$ cat src/rtl/booth_radix4_multiplier_if.sv
`default_nettype none
// ============================================================================
// Module      : booth_radix4_multiplier_if
// Description : Operand/result bundle between the control unit (master) and
//               the radix-4 Booth multiplier (slave).
// Revision    : 1.0 - initial release
// ============================================================================
interface booth_radix4_multiplier_if #(
    parameter int WIDTH = 32
);
    logic             start;
    logic [WIDTH-1:0] multiplicand;
    logic [WIDTH-1:0] multiplier;
    logic             busy;
    logic             done;
    logic [2:0]       digit;
    logic [WIDTH-1:0] hi;
    logic [WIDTH-1:0] lo;

    modport master (
        output start, multiplicand, multiplier,
        input  busy, done, digit, hi, lo
    );

    modport slave (
        input  start, multiplicand, multiplier,
        output busy, done, digit, hi, lo
    );
endinterface
`default_nettype wire

$ cat src/rtl/booth_radix4_multiplier.sv
`default_nettype none
// ============================================================================
// Module      : booth_radix4_multiplier
// Description : Sequential signed radix-4 (bit-pair) Booth multiplier. One
//               recoded digit per RUN cycle; 2*WIDTH-bit product on hi/lo.
//               Optional macro BOOTH_EARLY_EXIT_EN: finish as soon as every
//               remaining digit is zero.
// Revision    : 1.0 - initial release
// ============================================================================
module booth_radix4_multiplier #(
    parameter int WIDTH = 32
) (
    input  wire logic                 clk,
    input  wire logic                 reset,
    booth_radix4_multiplier_if.slave  bus
);
    localparam int DIGITS = WIDTH / 2;
    localparam int CNT_W  = $clog2(DIGITS) + 1;
    localparam int AW     = WIDTH + 2;          // accumulator with two guard bits
    localparam int CW     = 2 * WIDTH + 3;      // {A, Q, q_-1}
    localparam logic [CNT_W-1:0] C_LAST = CNT_W'(DIGITS - 1);

    typedef enum logic [1:0] {
        S_IDLE = 2'd0,
        S_RUN  = 2'd1,
        S_DONE = 2'd2
    } state_t;

    state_t                 r_state;
    logic [WIDTH-1:0]       r_m;
    logic [WIDTH-1:0]       r_q;
    logic signed [AW-1:0]   r_a;
    logic                   r_qm1;
    logic [CNT_W-1:0]       r_count;
    logic                   r_busy;
    logic                   r_done;
    logic [WIDTH-1:0]       r_hi;
    logic [WIDTH-1:0]       r_lo;

    logic [2:0]             w_triplet;
    logic [2:0]             w_booth;
    logic signed [AW-1:0]   w_mag;
    logic signed [AW-1:0]   w_pp;
    logic signed [AW-1:0]   w_sum;
    logic signed [CW-1:0]   w_cat;
    logic signed [CW-1:0]   w_next;
    logic signed [CW-1:0]   w_step;
    logic                   w_last;
    logic [2:0]             w_digit;

    assign w_triplet = {r_q[1:0], r_qm1};

    // Bit-pair recoding of the current triplet into a sign-magnitude digit
    always_comb begin
        w_booth = 3'b000;
        case (w_triplet)
            3'b001, 3'b010: w_booth = 3'b001;
            3'b011:         w_booth = 3'b010;
            3'b100:         w_booth = 3'b110;
            3'b101, 3'b110: w_booth = 3'b101;
            default:        w_booth = 3'b000;
        endcase
    end

    // Digit decode: magnitude selects 0/M/2M, sign bit negates; magnitude 11
    // never occurs and falls to zero
    always_comb begin
        w_mag = '0;
        case (w_booth[1:0])
            2'b01:   w_mag = {{2{r_m[WIDTH-1]}}, r_m};
            2'b10:   w_mag = {r_m[WIDTH-1], r_m, 1'b0};
            default: w_mag = '0;
        endcase
        w_pp = w_booth[2] ? -w_mag : w_mag;
    end

    assign w_sum  = r_a + w_pp;
    assign w_cat  = {w_sum, r_q, r_qm1};
    assign w_next = w_cat >>> 2;

`ifdef BOOTH_EARLY_EXIT_EN
    logic [WIDTH-1:0]       w_rem_mask;
    logic                   w_exit;
    logic [CNT_W-1:0]       w_remaining;
    logic signed [CW-1:0]   w_hold;
    logic signed [CW-1:0]   w_exit_val;

    // Unprocessed multiplier bits sit in the low WIDTH-2*count bits of r_q;
    // if they and q_-1 are uniform, every remaining digit recodes to zero
    assign w_rem_mask  = {WIDTH{1'b1}} >> {r_count, 1'b0};
    assign w_exit      = (((r_q & w_rem_mask) == '0) && !r_qm1) ||
                         (((r_q | ~w_rem_mask) == {WIDTH{1'b1}}) && r_qm1);
    assign w_remaining = CNT_W'(DIGITS) - r_count;
    assign w_hold      = {r_a, r_q, r_qm1};
    assign w_exit_val  = w_hold >>> {w_remaining, 1'b0};
    assign w_step      = w_exit ? w_exit_val : w_next;
    assign w_last      = w_exit || (r_count == C_LAST);
    assign w_digit     = w_exit ? 3'b000 : w_booth;
`else
    assign w_step      = w_next;
    assign w_last      = (r_count == C_LAST);
    assign w_digit     = w_booth;
`endif

    // Control FSM with datapath registers; product latched on entry to DONE
    always_ff @(posedge clk) begin
        if (reset) begin
            r_state <= S_IDLE;
            r_m     <= '0;
            r_q     <= '0;
            r_a     <= '0;
            r_qm1   <= 1'b0;
            r_count <= '0;
            r_busy  <= 1'b0;
            r_done  <= 1'b0;
            r_hi    <= '0;
            r_lo    <= '0;
        end else begin
            case (r_state)
                S_IDLE: begin
                    r_done <= 1'b0;
                    if (bus.start) begin
                        r_m     <= bus.multiplicand;
                        r_q     <= bus.multiplier;
                        r_a     <= '0;
                        r_qm1   <= 1'b0;
                        r_count <= '0;
                        r_busy  <= 1'b1;
                        r_state <= S_RUN;
                    end
                end
                S_RUN: begin
                    r_a     <= w_step[CW-1:WIDTH+1];
                    r_q     <= w_step[WIDTH:1];
                    r_qm1   <= w_step[0];
                    r_count <= r_count + 1'b1;
                    if (w_last) begin
                        r_hi    <= w_step[2*WIDTH:WIDTH+1];
                        r_lo    <= w_step[WIDTH:1];
                        r_busy  <= 1'b0;
                        r_done  <= 1'b1;
                        r_state <= S_DONE;
                    end
                end
                S_DONE: begin
                    r_done  <= 1'b0;
                    r_state <= S_IDLE;
                end
                default: r_state <= S_IDLE;
            endcase
        end
    end

    assign bus.busy  = r_busy;
    assign bus.done  = r_done;
    assign bus.digit = (r_state == S_RUN) ? w_digit : 3'b000;
    assign bus.hi    = r_hi;
    assign bus.lo    = r_lo;

endmodule
`default_nettype wire

$ cat src/flat_wrapper.sv
// flat-port wrapper written by rule: the top's interface ports become plain ports
module booth_radix4_multiplier_flat 
#(
    parameter int WIDTH = 32
)
  (clk, reset, bus_start, bus_multiplicand, bus_multiplier, bus_busy, bus_done, bus_digit, bus_hi, bus_lo);
  booth_radix4_multiplier_if #(.WIDTH(WIDTH)) bus_i ();
  input  wire logic clk;
  input  wire logic reset;
  input wire logic [$bits(bus_i.start)-1:0] bus_start;
  input wire logic [$bits(bus_i.multiplicand)-1:0] bus_multiplicand;
  input wire logic [$bits(bus_i.multiplier)-1:0] bus_multiplier;
  output wire logic [$bits(bus_i.busy)-1:0] bus_busy;
  output wire logic [$bits(bus_i.done)-1:0] bus_done;
  output wire logic [$bits(bus_i.digit)-1:0] bus_digit;
  output wire logic [$bits(bus_i.hi)-1:0] bus_hi;
  output wire logic [$bits(bus_i.lo)-1:0] bus_lo;
  assign bus_i.start = bus_start;
  assign bus_i.multiplicand = bus_multiplicand;
  assign bus_i.multiplier = bus_multiplier;
  assign bus_busy = bus_i.busy;
  assign bus_done = bus_i.done;
  assign bus_digit = bus_i.digit;
  assign bus_hi = bus_i.hi;
  assign bus_lo = bus_i.lo;
  booth_radix4_multiplier #(.WIDTH(WIDTH)) u_core (.clk(clk), .reset(reset), .bus(bus_i));
endmodule
$ cat config.mk
export PLATFORM = sky130hd
export DESIGN_NAME = booth_radix4_multiplier_flat
export DESIGN_NICKNAME = d
export VERILOG_FILES = /design/src/rtl/booth_radix4_multiplier_if.sv /design/src/rtl/booth_radix4_multiplier.sv /design/src/flat_wrapper.sv
export SDC_FILE = /design/constraint.sdc
export NUM_CORES = 1
export LEC_CHECK = 0
export CAP_MARGIN = 5
export CORE_ASPECT_RATIO = 0.9
export CORE_MARGIN = 2
export CORE_UTILIZATION = 49
export DETAILED_ROUTE_END_ITERATION = 8
export PLACE_DENSITY = 0.73
export SLEW_MARGIN = 0
export SYNTH_ARGS = -nofsm -noshare
export SYNTH_HDL_FRONTEND = slang
export SYNTH_SLANG_ARGS = --single-unit
$ cat constraint.sdc
create_clock -name clk -period 11.4 [get_ports clk]
set_input_delay 2.28 -clock clk [delete_from_list [all_inputs] [get_ports clk]]
set_output_delay 2.28 -clock clk [all_outputs]
set_load 0.02 [all_outputs]
==> impl_metrics.py <==
metrics = {
    "routing": {
        "drcViolationCount": 0,
        "drt-pass1-iter-count": 5,
        "vias_per_cell": 5.58,
        "drtAntennaViolNets": 0,
        "wl_per_cell_um": 15.4,
        "vias": 8733,
        "dr.first_iter.drc_count": 623,
        "wirelength_um": 24000,
    },
    "setup_path": {
        "r2r_end": "u_core.r_a[28]$_SDFFE_PP0P_",
        "critPathLaunchType": "register",
        "ff2ff_path_depth": 23,
        "timing.rr.start": "u_core.r_q[0]$_SDFFE_PP0P_",
        "arrival_ns": 6.01,
        "critPathCaptureType": "register",
        "worst_ep_required_time_ns": 11.75,
        "r2r_slack_ns": 5.74,
        "crit_type": "register to register",
        "worstPathMaxFanout": 51,
    },
    "timing": {
        "fin_crit_ns": 5.66,
        "layout_setup_ws_ns": 5.74,
        "clock_skew_ns": 0.0130,
        "hold_violations": 0,
        "setup_violations": 0,
        "slew_violations": 0,
        "fin_crit_sh": 0.496,
        "rsz0062_at_grt": "false",
        "tns_ns": 0,
        "max_freq_mhz": 177,
        "tightestPinTransition_ns": 1.05,
        "slew_headroom": 0.301,
    },
    "clocking": {
        "cts_max_level": 4,
        "clock_latency_ns": 0.45,
        "cts_tree": "yes",
        "cts_resized": 0,
        "postCtsHoldBufs": 0,
        "path_clk_slew_ns": 0.07,
        "postCtsSetupRepairBufs": 0,
        "cts_inserted_buffers": 17,
        "cts_root_buf": "clkbuf_16",
        "cts.path.max_buffers": 2,
        "cts.sinks": 170,
    },
    "logic_synthesis": {
        "postSynthCellCount": 1222,
        "yosys_warnings": 0,
        "synth_area_sq_mm": 0.00915,
        "synth_fp_nets": 1328,
        "async_flop_share": 0,
        "synth_ff_type": "dfxtp_1",
        "synth_cell_types": 59,
        "syn_avg_cell_area_sq_um": 7.49,
        "ys_seq_area_frac": 0.372,
        "synth_enable_flop_cells": 0,
        "synth_seq_cells": 170,
    },
    "finish": {
        "final_util": 0.609,
        "diodes": 0,
        "ff_latch_area_sq_mm": 0.00340,
        "drive_gt1_frac": 0.0523,
        "syn_to_final_growth_pct": 22.1,
        "nFillCells": 1716,
        "nets": 1412,
        "multi_input_area_sq_mm": 0.00536,
    },
    "power": {
        "p_seq_frac": 0.436,
        "power.density_mw_per_mm2": 130,
        "sw_frac_of_total": 0.314,
        "ir_drop_mv": 0.115,
        "clock_power_share": 0.410,
        "combPwrFrac": 0.154,
        "leakagePower_nw": 4.14,
        "p_switching_mw": 0.457,
        "p_int_mw": 0.999,
    },
    "placement": {
        "port_buffers": 135,
        "pre_cts_ws_ns": 5.77,
        "gp_congestion": 0.894,
        "hpwl_um": 16700,
    },
    "floorplanning": {
        "initial_core_util": 0.499,
        "die_width_um": 148,
        "core_sq_mm": 0.0183,
        "die_y_um": 134,
        "num_io_pins": 136,
        "fp-row-count": 47,
        "dieArea_sq_mm": 0.0198,
    },
    "hold_path": {
        "hold-path-endpoint": "u_core.bus.hi[9]$_SDFFE_PP0P_",
        "hold_depth": 2,
        "holdCritPathClass": "register to register",
        "hold_start": "u_core.bus.hi[9]$_SDFFE_PP0P_",
    },
    "global_route": {
        "grt_pass1_wl_um": 40000,
        "grt_pass1_vias": 7858,
        "grt_remaining_overflow": 0,
        "antenna_found_initial": 0,
        "grt_usage": 0.247,
        "grt_max_degree": 96,
    },
    "status": {
        "status": "complete, no violations",
    },
    "flow_run": {
        "max_cap_violations": 0,
    },
}
## flip-flops by register name, summed over array words and instances (netlist names)
register,cells
u_core.bus.busy,1
u_core.bus.hi,32
u_core.r_q,32
u_core.r_count,5
u_core.bus.done,1
u_core.bus.lo,32
u_core.r_a,32
u_core.r_state,2
u_core.r_qm1,1
u_core.r_m,32
## synth_stat cells (all sizes together), types with 16 or more instances
cell / count / area [sq um]
a311oi: 32 / 280
dfxtp: 170 / 3400
buf: 19 / 106
o21ai: 50 / 250
xor2: 17 / 149
nand2: 329 / 1230
a22oi: 20 / 165
xnor2: 46 / 403
a21oi: 162 / 815
clkbuf: 63 / 236
nand3: 26 / 130
a22o: 16 / 140
ha: 38 / 475
nor2: 99 / 372
## per-stage QoR
step,hold slack [ns],cell area (sq um),cells,power (mW)
after global routing,0.468,11200,1564,1.52
after detailed placement,0.446,10600,1532,0.870
final,0.454,11200,1564,1.46
after global placement,0.441,10600,1532,0.867
after CTS,0.457,11200,1564,1.46
after floorplan,0.429,9150,1222,0.804
## cell type report
type / instances / share of cell area
repair buffers: 147 / 0.129
clock inverters: 15 / 0.0167
clock buffers: 17 / 0.0381
multi-input cells: 957 / 0.480
inverters: 13 / 0.00437
flip-flops and latches: 170 / 0.305
well taps: 245 / 0.0274
## layer usage
| layer | track usage | part of all wire | wire length [um] | vias to the layer above |
|---|---|---|---|---|
| met1 | 0.366 | 0.50 | 12000 | 4041 |
| met5 | 0 | 0 | 0 | - |
| met4 | 0.0751 | 0.014 | 340 | 0 |
| li1 | - | - | - | 4405 |
| met3 | 0.0432 | 0.055 | 1320 | 32 |
| met2 | 0.366 | 0.43 | 10400 | 255 |
## how the worst max path moves through the flow
stage                                          end                        from  depth (start not counted)  slack [ns]
floorplan           u_core.bus.hi[30]$_SDFFE_PP0P_  u_core.r_q[0]$_SDFFE_PP0P_                         25        5.83
global placement       u_core.r_a[28]$_SDFFE_PP0P_  u_core.r_q[0]$_SDFFE_PP0P_                         23        5.94
detailed placement     u_core.r_a[28]$_SDFFE_PP0P_  u_core.r_q[0]$_SDFFE_PP0P_                         23        5.77
CTS                    u_core.r_a[28]$_SDFFE_PP0P_  u_core.r_q[0]$_SDFFE_PP0P_                         23        5.75
global route           u_core.r_a[28]$_SDFFE_PP0P_  u_core.r_q[0]$_SDFFE_PP0P_                         24        5.26
finish                 u_core.r_a[28]$_SDFFE_PP0P_  u_core.r_q[0]$_SDFFE_PP0P_                         23        5.74
## cell families (layout without fill, tap and decap cells)
family,count (synthesis),after routing,share of synthesized area
adders and majority gates,39,39,0.0542
buffers and inverters,95,192,0.0428
DFF,170,170,0.372
AOI/OAI and AO/OA,347,347,0.238
and+or+nand+nor,508,508,0.232
xor gates and xnor gates,63,63,0.0603
## placed cells by master, fill, tap and decap left out, types with 5 or more instances in the layout
cell,instances
a21o_1,14
a22oi_1,17
a31oi_1,12
inv_1,13
xnor2_1,46
ha_1,38
dfxtp_1,170
buf_4,13
a22o_1,16
nand3_1,26
clkinv_8,5
nor2b_1,5
nand4_1,7
a311oi_1,32
or2_2,6
nand2_1,327
a21oi_1,161
o21ai_0,47
o31ai_1,10
clkbuf_16,17
a211oi_1,6
xor2_1,17
nor2_1,99
clkdlybuf4s50_1,134
## power by group through the flow
stage          logic [mW]  registers [mW]  clock network [mW]
2_1_floorplan       0.161           0.643                   0
3_3_place_gp        0.219           0.648                   0
3_5_place_dp        0.222           0.648                   0
4_1_cts             0.223           0.635               0.605
5_1_grt             0.247           0.638               0.630
6_report            0.224           0.635               0.596
## worst max-delay path: stages (launching register included)
cell and delay [ns]:
dfxtp_1 0.35, nand2_1 0.11, nor2_1 0.05, a21oi_1 0.25, inv_1 0.09, ha_1 0.28, buf_4 0.40, or2_2 0.21
ha_1 0.17, nand2b_1 0.10, or3_4 0.40, or3_1 0.37, or2_1 0.29, o21ai_0 0.22, xnor2_1 0.16, ha_1 0.31
a21o_1 0.19, a221oi_1 0.33, o21ai_0 0.12, a21oi_1 0.39, o31ai_1 0.18, a31oi_1 0.31, xnor2_1 0.10, a22o_1 0.20
No activity file was read; power rests on OpenSTA's default activity.
